[config.mk]
export PLATFORM = sky130hd
export DESIGN_NAME = spi_bus_arbiter
export DESIGN_NICKNAME = d
export VERILOG_FILES = /design/src/rtl/spi_bus_arbiter.sv
export SDC_FILE = /design/constraint.sdc
export NUM_CORES = 1
export LEC_CHECK = 0
export ABC_AREA = 1
export CAP_MARGIN = 15
export CORE_MARGIN = 2
export CORE_UTILIZATION = 56
export CTS_CLUSTER_DIAMETER = 60
export DETAILED_ROUTE_END_ITERATION = 6
export GPL_ROUTABILITY_DRIVEN = 0
export PLACE_DENSITY = 0.8
export SYNTH_ARGS = -nofsm -noshare
export SYNTH_HDL_FRONTEND = slang
export SYNTH_SLANG_ARGS = --single-unit
[constraint.sdc]
create_clock -name i_clk -period 2.7 [get_ports i_clk]
set_input_delay 0.54 -clock i_clk [delete_from_list [all_inputs] [get_ports i_clk]]
set_output_delay 0.54 -clock i_clk [all_outputs]
set_load 0.01 [all_outputs]
[src/rtl/spi_bus_arbiter.sv]
// rtl/spi_bus_arbiter.sv - round-robin owner of the shared LCD SPI pins with release gap and watchdog
module spi_bus_arbiter #(
    parameter int N          = 4,
    parameter int IDX_W      = 2,
    parameter int GAP_CYCLES = 2,
    parameter int TIMEOUT    = 27_000_000,
    parameter int TO_W       = 25
) (
    input  logic             i_clk,
    input  logic             i_rst,
    input  logic [N-1:0]     i_req,
    input  logic [N-1:0]     i_done,
    input  logic [N-1:0]     i_mosi,
    input  logic [N-1:0]     i_dc,
    input  logic [N-1:0]     i_cs,
    output logic [N-1:0]     o_gnt,
    output logic [IDX_W-1:0] o_owner,
    output logic             o_busy,
    output logic             o_timeout,
    output logic             o_mosi,
    output logic             o_dc,
    output logic             o_cs
);

    typedef enum logic [1:0] {
        ST_IDLE  = 2'd0,
        ST_GRANT = 2'd1,
        ST_GAP   = 2'd2
    } state_t;

    localparam int GAP_W = (GAP_CYCLES > 1) ? $clog2(GAP_CYCLES) : 1;
    localparam logic [GAP_W-1:0] GAP_LAST = GAP_W'(GAP_CYCLES - 1);
    localparam logic [TO_W-1:0]  TO_LAST  = TO_W'((TIMEOUT > 0) ? (TIMEOUT - 1) : 0);

    state_t            state_q, state_d;
    logic [N-1:0]      gnt_q, gnt_d;
    logic [IDX_W-1:0]  owner_q, owner_d;
    logic [TO_W-1:0]   wd_q, wd_d;
    logic [GAP_W-1:0]  gap_q, gap_d;
    logic              timeout_q, timeout_d;

    logic [IDX_W-1:0]  pick;
    logic              pick_vld;
    logic [IDX_W-1:0]  cand;
    logic              done_own;
    logic              own_mosi, own_dc, own_cs;
    logic              wd_expired;

    // Search starts just past the previous owner so it gets lowest priority.
    always_comb begin
        pick     = '0;
        pick_vld = 1'b0;
        cand     = '0;
        for (int k = 1; k <= N; k++) begin
            cand = IDX_W'((int'(owner_q) + k) % N);
            if (!pick_vld && i_req[cand]) begin
                pick     = cand;
                pick_vld = 1'b1;
            end
        end
    end

    always_comb begin
        done_own = 1'b0;
        own_mosi = 1'b0;
        own_dc   = 1'b0;
        own_cs   = 1'b1;
        for (int i = 0; i < N; i++) begin
            if (owner_q == IDX_W'(i)) begin
                done_own = i_done[i];
                own_mosi = i_mosi[i];
                own_dc   = i_dc[i];
                own_cs   = i_cs[i];
            end
        end
    end

    assign wd_expired = (TIMEOUT != 0) && (wd_q == TO_LAST);

    always_comb begin
        state_d   = state_q;
        gnt_d     = gnt_q;
        owner_d   = owner_q;
        wd_d      = wd_q;
        gap_d     = gap_q;
        timeout_d = 1'b0;
        case (state_q)
            ST_IDLE: begin
                if (pick_vld) begin
                    owner_d = pick;
                    gnt_d   = N'(1) << pick;
                    wd_d    = '0;
                    state_d = ST_GRANT;
                end
            end
            ST_GRANT: begin
                // A done in the expiry cycle is a normal release, not a timeout.
                if (done_own) begin
                    gnt_d   = '0;
                    gap_d   = '0;
                    state_d = ST_GAP;
                end else if (wd_expired) begin
                    timeout_d = 1'b1;
                    gnt_d     = '0;
                    gap_d     = '0;
                    state_d   = ST_GAP;
                end else begin
                    wd_d = wd_q + TO_W'(1);
                end
            end
            ST_GAP: begin
                if (gap_q == GAP_LAST) begin
                    gap_d   = '0;
                    state_d = ST_IDLE;
                end else begin
                    gap_d = gap_q + GAP_W'(1);
                end
            end
            default: begin
                gnt_d   = '0;
                state_d = ST_IDLE;
            end
        endcase
    end

    always_ff @(posedge i_clk or posedge i_rst) begin
        if (i_rst) begin
            state_q   <= ST_IDLE;
            gnt_q     <= '0;
            owner_q   <= IDX_W'(N - 1);
            wd_q      <= '0;
            gap_q     <= '0;
            timeout_q <= 1'b0;
        end else begin
            state_q   <= state_d;
            gnt_q     <= gnt_d;
            owner_q   <= owner_d;
            wd_q      <= wd_d;
            gap_q     <= gap_d;
            timeout_q <= timeout_d;
        end
    end

    // Pins follow registered state, so reset parks CS high without a clock edge.
    assign o_mosi    = (state_q == ST_GRANT) ? own_mosi : 1'b0;
    assign o_dc      = (state_q == ST_GRANT) ? own_dc   : 1'b0;
    assign o_cs      = (state_q == ST_GRANT) ? own_cs   : 1'b1;
    assign o_gnt     = gnt_q;
    assign o_owner   = owner_q;
    assign o_busy    = (state_q != ST_IDLE);
    assign o_timeout = timeout_q;

endmodule
==> results of run 1 <==
==> metrics by stage <==
| stage | util, % | power [mW] | instance area (um2) |
|---|---|---|---|
| 2_1_floorplan | - | 1.98 | 2700 |
| 3_3_place_gp | 65.0 | 2.25 | 3050 |
| 3_5_place_dp | 65.0 | 2.28 | 3050 |
| 4_1_cts | 67.4 | 2.71 | 3160 |
| 5_1_grt | 67.4 | 2.95 | 3160 |
| 6_report | 67.4 | 2.70 | 3160 |
==> kinds of logic (layout without fill, tap and decap cells) <==
kind of cell,Yosys count,in the layout,synth area share [%]
flip-flops,35,35,32.5
AO/OA/AOI/OAI,35,35,7.74
buffers and inverters,55,93,9.60
XOR/XNOR,15,15,4.87
adder cells (fa/ha/maj),5,5,2.32
AND/OR/NAND/NOR,253,253,42.9
==> power by group through the flow <==
stage | logic, mW | clock network (mW) | registers (mW)
2_1_floorplan | 1.30 | 0 | 0.676
3_3_place_gp | 1.58 | 0 | 0.672
3_5_place_dp | 1.61 | 0 | 0.675
4_1_cts | 1.63 | 0.430 | 0.657
5_1_grt | 1.83 | 0.450 | 0.668
6_report | 1.62 | 0.415 | 0.659
==> worst max-delay path: stages (launching register included) <==
cell,delay [ns]
dfstp_2,0.60
buf_4,0.15
ha_1,0.30
a21oi_1,0.07
o31ai_1,0.07
o21ai_0,0.12
nor2_1,0.08
dlygate4sd2_1,0.26
==> sequential cells by signal (all words and copies together), names as in the netlist <==
| signal | cells |
|---|---|
| o_owner | 2 |
| o_gnt | 4 |
| gap_q | 1 |
| wd_q | 25 |
| state_q | 2 |
| o_timeout | 1 |
==> cells in the mapped netlist <==
master | number | area [um2]
nand3b_1 | 1 | 7.51
nor2_4 | 1 | 11.3
nand2_2 | 5 | 31.3
inv_1 | 44 | 165
dfrtp_1 | 33 | 826
a22oi_2 | 1 | 12.5
nand3b_2 | 1 | 11.3
o21ai_0 | 6 | 30.0
clkbuf_1 | 2 | 7.51
inv_6 | 1 | 8.76
inv_2 | 1 | 3.75
buf_2 | 1 | 5.00
a21boi_0 | 1 | 7.51
buf_8 | 1 | 15.0
and2_1 | 1 | 6.26
xnor2_1 | 5 | 43.8
ha_1 | 5 | 62.6
nand2_1 | 120 | 450
buf_6 | 4 | 45.0
dfstp_2 | 2 | 52.6
nor2_1 | 53 | 199
a21oi_1 | 10 | 50.1
nand3_4 | 1 | 17.5
clkinv_4 | 1 | 8.76
o21ai_1 | 10 | 50.1
nor3_1 | 12 | 60.1
o21ai_2 | 5 | 43.8
nand3_1 | 39 | 195
nand2_8 | 1 | 20.0
nand4_1 | 11 | 68.8
nand2_4 | 3 | 33.8
nor2_8 | 1 | 20.0
o31ai_1 | 2 | 15.0
nor2_2 | 1 | 6.26
xor2_1 | 10 | 87.6
nand3_2 | 2 | 20.0
==> layout by cell type, fill, tap and decap left out, types with 7 or more instances in the layout <==
| cell | count |
|---|---|
| a21oi_1 | 10 |
| clkbuf_8 | 7 |
| clkdlybuf4s50_1 | 29 |
| dfrtp_1 | 33 |
| inv_1 | 43 |
| nand2_1 | 120 |
| nand3_1 | 39 |
| nand4_1 | 11 |
| nor2_1 | 53 |
| nor3_1 | 12 |
| o21ai_1 | 10 |
| xor2_1 | 10 |
==> final cells by class <==
class / count / area, um2
tap: 54 / 67.6
multi-input combinational: 308 / 1570
sequential: 35 / 878
fill: 392 / 1530
inverter: 47 / 186
clock buffer: 8 / 100
timing repair buffer: 38 / 362
==> layer usage <==
layer | part of all wire, % | vias to the layer above | global-route usage, % | wire length (um)
met5 | 0 | - | 0 | 0
met1 | 47 | 1247 | 34.7 | 2890
li1 | - | 1340 | - | -
met3 | 4.6 | 4 | 4.94 | 281
met4 | 0.88 | 0 | 6.46 | 54
met2 | 47 | 59 | 40.7 | 2880
==> how the worst min path moves through the flow <==
stage                     startpoint  endpoint  cells past startpoint  slack [ns]
after CTS                   o_gnt[3]  o_gnt[3]                      2        0.49
after floorplan             wd_q[24]  wd_q[24]                      2        0.48
after global placement      o_gnt[3]  o_gnt[3]                      2        0.46
after global routing        o_gnt[1]  o_gnt[1]                      2        0.52
after detailed placement    o_gnt[3]  o_gnt[3]                      2        0.47
final                       o_gnt[3]  o_gnt[3]                      2        0.48
==> timing repair <==
action | 4_1_cts | 5_1_grt
setup endpoints to repair | 3 | 0
resized for setup | 6 | 0
setup buffers | 1 | 0
hold buffers | 0 | 0
==> flow_summary_export.csv, run 1 <==
group,metric,value,unit
clock_tree,master_cell_of_the_clock_root_buffer,"clkbuf_8",
drt,antenna_violating_nets_post_route,0,
placement,placement.setup.worst_slack,0.139,ns
sta,timing.final.crit_share,92.2,%
sta,relSlewSlack,68.8,%
drt,post-route-drc-count,0,
run_status,run_status,"finished clean",
pwr,p_sw_share,48.7,%
pwr,p_per_area,853,nW/um2
sta,grt_setup_unrepaired,"no",
clock_tree,htreeDepth,2,
placement,dp.final_hpwl,4550,um
critical_path,cp_data_arrival_time,1.95,ns
die,die_x,73.4,um
critical_path,endpoint_kind,"output pin",
die,core_region_area,4690,um2
synth,syn_inst,398,
clock_tree,worst_setup_hold_path_clk_slew,0.07,ns
flow_run,cap_violations,0,
drt,drtPass1Iterations,7,
critical_path,regToRegEndpoint,"wd_q[19]",
grt,grt_util_all_layers,25.2,%
sta,max_slew.worst_pin.slew,0.465,ns
grt,wire_length_of_the_first_global_routing_pass,10600,um
sta,finalMaxSlewViolations,0,
sta,timing.fmax,402,MHz
drt,avgRoutedWirePerCell,12.5,um
critical_path,worstRegToRegCells,12,
hold_path,hp-class,"reg -> reg",
pwr,p_seq_share,24.4,%
clock_tree,max-clock-path-buffers,2,
sta,final-setup-viol-count,0,
die,io_pins,33,
synth,synth.avg_cell_area,6.78,um2
sta,hold-worst-slack,0.477,ns
drt,detailedRoute.firstIterationViolations,193,
grt,grt_antenna_before_repair,0,
critical_path,reg2reg_slack,0.45,ns
grt,via_count_of_the_first_global_routing_pass,2405,
drt,totalWireLength,6110,um
pwr,comb_power_share,60.2,%
synth,postSynthRegisterBits,35,
sta,fin_crit,2.49,ns
critical_path,timing.critical_path.to,"o_dc",
finish,drive_gt1_share,9.86,%
clock_tree,cts_tree,"yes",
grt,grt_start_max_net_pins,36,
synth,syn_area,2700,um2
sta,report.final.hold_viol_count,0,
synth,ys_seq_area_share,32.5,%
die,start_util,57.5,%
die,placementRows,25,
pwr,power_leakage,1.45,nW
clock_tree,clock-sinks,35,
synth,synthDistinctLibCells,36,
finish,areaGrowthSynthToFinish,17.1,%
finish,antenna_cells_inserted,0,
sta,final.setup.tns,0,ns
grt,grt_overflow,0,
critical_path,critical_path.startpoint,"o_owner[0]",
critical_path,path_class,"reg -> out",
drt,post_drt_via_cell_ratio,5.41,
placement,placed_instances,481,
finish,num-nets-final,462,
critical_path,crit_path_start_kind,"flop",
drt,via_count,2650,
sta,setup_slack,0.211,ns
critical_path,worst-path-max-fanout,7,
synth,yosys_warn_count,0,
die,die_h,73.4,um
die,dieArea,5390,um2
sta,fin_skew,0.00292,ns
critical_path,critPathRequiredTime,2.16,ns
critical_path,r2r_start,"o_owner[0]",
finish,stdcell_count,490,
pwr,clockPowerShare,15.4,%
synth,syn_nets,425,
pwr,power_switching,1.31,mW
clock_tree,cts_inserted_buffers,5,
placement,port-buffer-count,32,
clock_tree,clock_latency_on_the_worst_skew_pair,0.28,ns
pwr,vdd.ir_drop.worst,0.658,mV
pwr,p_int,1.38,mW
No activity file was read; power rests on OpenSTA's default activity.
==> run 2, diff against run 1 <==
CAP_MARGIN = 5   (was 15)
clock period = 2.8 ns   (was 2.7 ns; I/O delays follow)
==> run 2 against run 1 <==
Net effect:
- clock skew grew 0.0033 ns
- register-to-register slack gained 0.09 ns
- non-clock buffer count shrank 1
- combinational power shrank 4%
- critical endpoint unchanged
- highest routed layer unchanged
==> flow_summary_export.csv, run 2 (synthesized netlist as in run 1, its figures left out) <==
group,metric,value,unit
critical_path,cp_data_arrival_time,1.97,ns
critical_path,critPathRequiredTime,2.24,ns
sta,grt_setup_unrepaired,"no",
sta,report.final.hold_viol_count,0,
drt,antenna_violating_nets_post_route,0,
grt,grt_start_max_net_pins,36,
sta,fin_skew,0.00624,ns
die,core_region_area,4690,um2
sta,timing.fmax,395,MHz
finish,antenna_cells_inserted,0,
finish,largest_register,"wd_q",
finish,largest_register_ff_count,25,
sta,setup_slack,0.270,ns
clock_tree,clock_latency_on_the_worst_skew_pair,0.29,ns
sta,final.setup.tns,0,ns
sta,max_slew.worst_pin.slew,0.568,ns
critical_path,reg2reg_slack,0.54,ns
pwr,power_leakage,1.44,nW
grt,grt_util_all_layers,25.7,%
placement,placed_cell_area,3040,um2
finish,most_frequent_standard_cell_in_the_layout_excluding_fill_and_tap_cells,"nand2_1",
placement,placed_instances,480,
grt,wire_length_of_the_first_global_routing_pass,11000,um
finish,drive_gt1_share,9.43,%
pwr,vdd.ir_drop.worst,0.631,mV
finish,fin_area,3130,um2
pwr,p_per_area,811,nW/um2
drt,via_count,2672,
critical_path,crit_path_cell_trace,"inv_1 > ha_2 > inv_2 > nor2_1 > o31ai_1 > o21ai_0 > nor2_1 > dlygate4sd2_1",
grt,grt_overflow,0,
critical_path,critPathMaxStageDelay,0.53,ns
finish,areaGrowthSynthToFinish,16.1,%
sta,finalMaxSlewViolations,0,
flow_run,cap_violations,0,
critical_path,worst-path-max-fanout,6,
pwr,p_total,2.54,mW
drt,post_drt_via_cell_ratio,5.46,
clock_tree,worst_setup_hold_path_clk_slew,0.07,ns
drt,avgRoutedWirePerCell,13.1,um
critical_path,endpoint_kind,"output pin",
grt,grt_antenna_before_repair,0,
pwr,power_switching,1.27,mW
clock_tree,cts_tree,"yes",
pwr,p_int,1.27,mW
finish,stdcell_count,489,
placement,dp.final_hpwl,4690,um
critical_path,critPathMostFrequentCell,"nor2_1",
clock_tree,htreeDepth,2,
finish,multiInputGateArea,1570,um2
sta,fin_crit,2.53,ns
grt,via_count_of_the_first_global_routing_pass,2581,
pwr,clockPowerShare,13.9,%
finish,finish.utilization,66.8,%
critical_path,cp.buffers_inverters,3,
critical_path,crit_path_start_kind,"flop",
sta,timing.final.crit_share,90.3,%
sta,final-setup-viol-count,0,
pwr,p_sw_share,50.0,%
die,start_util,57.5,%
sta,relSlewSlack,62.1,%
sta,hold-worst-slack,0.486,ns
finish,final-seq-area,878,um2
clock_tree,clock-sinks,35,
critical_path,critPathTopFamily,"flip-flops",
die,io_pins,33,
pwr,comb_power_share,61.1,%
hold_path,hp-class,"reg -> reg",
drt,post-route-drc-count,0,
clock_tree,master_cell_of_the_clock_root_buffer,"clkbuf_8",
pwr,p_seq_share,25.0,%
finish,layout.filler_cells,425,
run_status,run_status,"finished clean",
finish,most-common-layout-cells,"nand2_1 (120), nor2_1 (53), inv_1 (43), nand3_1 (39), dfrtp_1 (33)",
placement,placement.setup.worst_slack,0.186,ns
drt,detailedRoute.firstIterationViolations,226,
critical_path,critical-path-slowest-cell,"dfstp_2",
drt,drtPass1Iterations,4,
critical_path,path_class,"reg -> out",
clock_tree,cts_inserted_buffers,5,
die,die_h,73.4,um
drt,totalWireLength,6390,um
placement,port-buffer-count,32,
die,dieArea,5390,um2
clock_tree,cts.hold.buffers_added,0,
clock_tree,max-clock-path-buffers,2,
die,placementRows,25,
finish,num-nets-final,461,
die,die_x,73.4,um
run 2: changes by cell type in the layout (fill, tap and decap cells not counted), sizes merged:
| cell | before | now |
|---|---|---|
| clkbuf | 8 | 7 |
| buf | 6 | 5 |
| clkinv | 1 | 2 |
run 2: power by group through the flow:
stage,clock [mW],sequential (mW),combinational [mW]
6_report,0.354,0.634,1.55
5_1_grt,0.381,0.643,1.74
4_1_cts,0.366,0.635,1.55
3_5_place_dp,0,0.650,1.53
3_3_place_gp,0,0.646,1.51
2_1_floorplan,0,0.652,1.26
run 2: tightest hold or removal path, cell delays in order, from the launching register on:
cell	delay, ns
dfrtp_1	0.35
nand2_1	0.05
nand2_1	0.05
run 2: repair_timing:
action	4_1_cts	5_1_grt
setup endpoints to repair	3	0
gates resized for setup	6	0
buffers inserted	1	0
run 2: layout make-up:
class | count | share of cell area [%]
Multi-Input combinational cell | 308 | 50.0
Sequential cell | 35 | 28.0
Timing Repair Buffer | 37 | 11.3
Inverter | 47 | 5.95
Clock buffer | 7 | 2.44
Tap cell | 54 | 2.16
Clock inverter | 1 | 0.160
run 2: worst paths after layout:
check                      startpoint    endpoint  depth (start not counted)
setup / recovery           o_owner[1]        o_dc                          8
hold / removal               o_gnt[3]    o_gnt[3]                          2
setup reg to reg           o_owner[0]    wd_q[19]                          9
hold reg to reg              o_gnt[3]    o_gnt[3]                          2
max in group asynchronous       i_rst  o_owner[1]                          3
min in group asynchronous       i_rst     wd_q[0]                          3
run 2: routing by layer:
metal  up-vias  wire (um)  global-route usage (%)
met3         8        343                    4.94
met4         0         76                    8.89
met1      1238       2930                    33.0
li1       1343          -                       -
met2        83       3040                    43.3
met5         -          0                       0
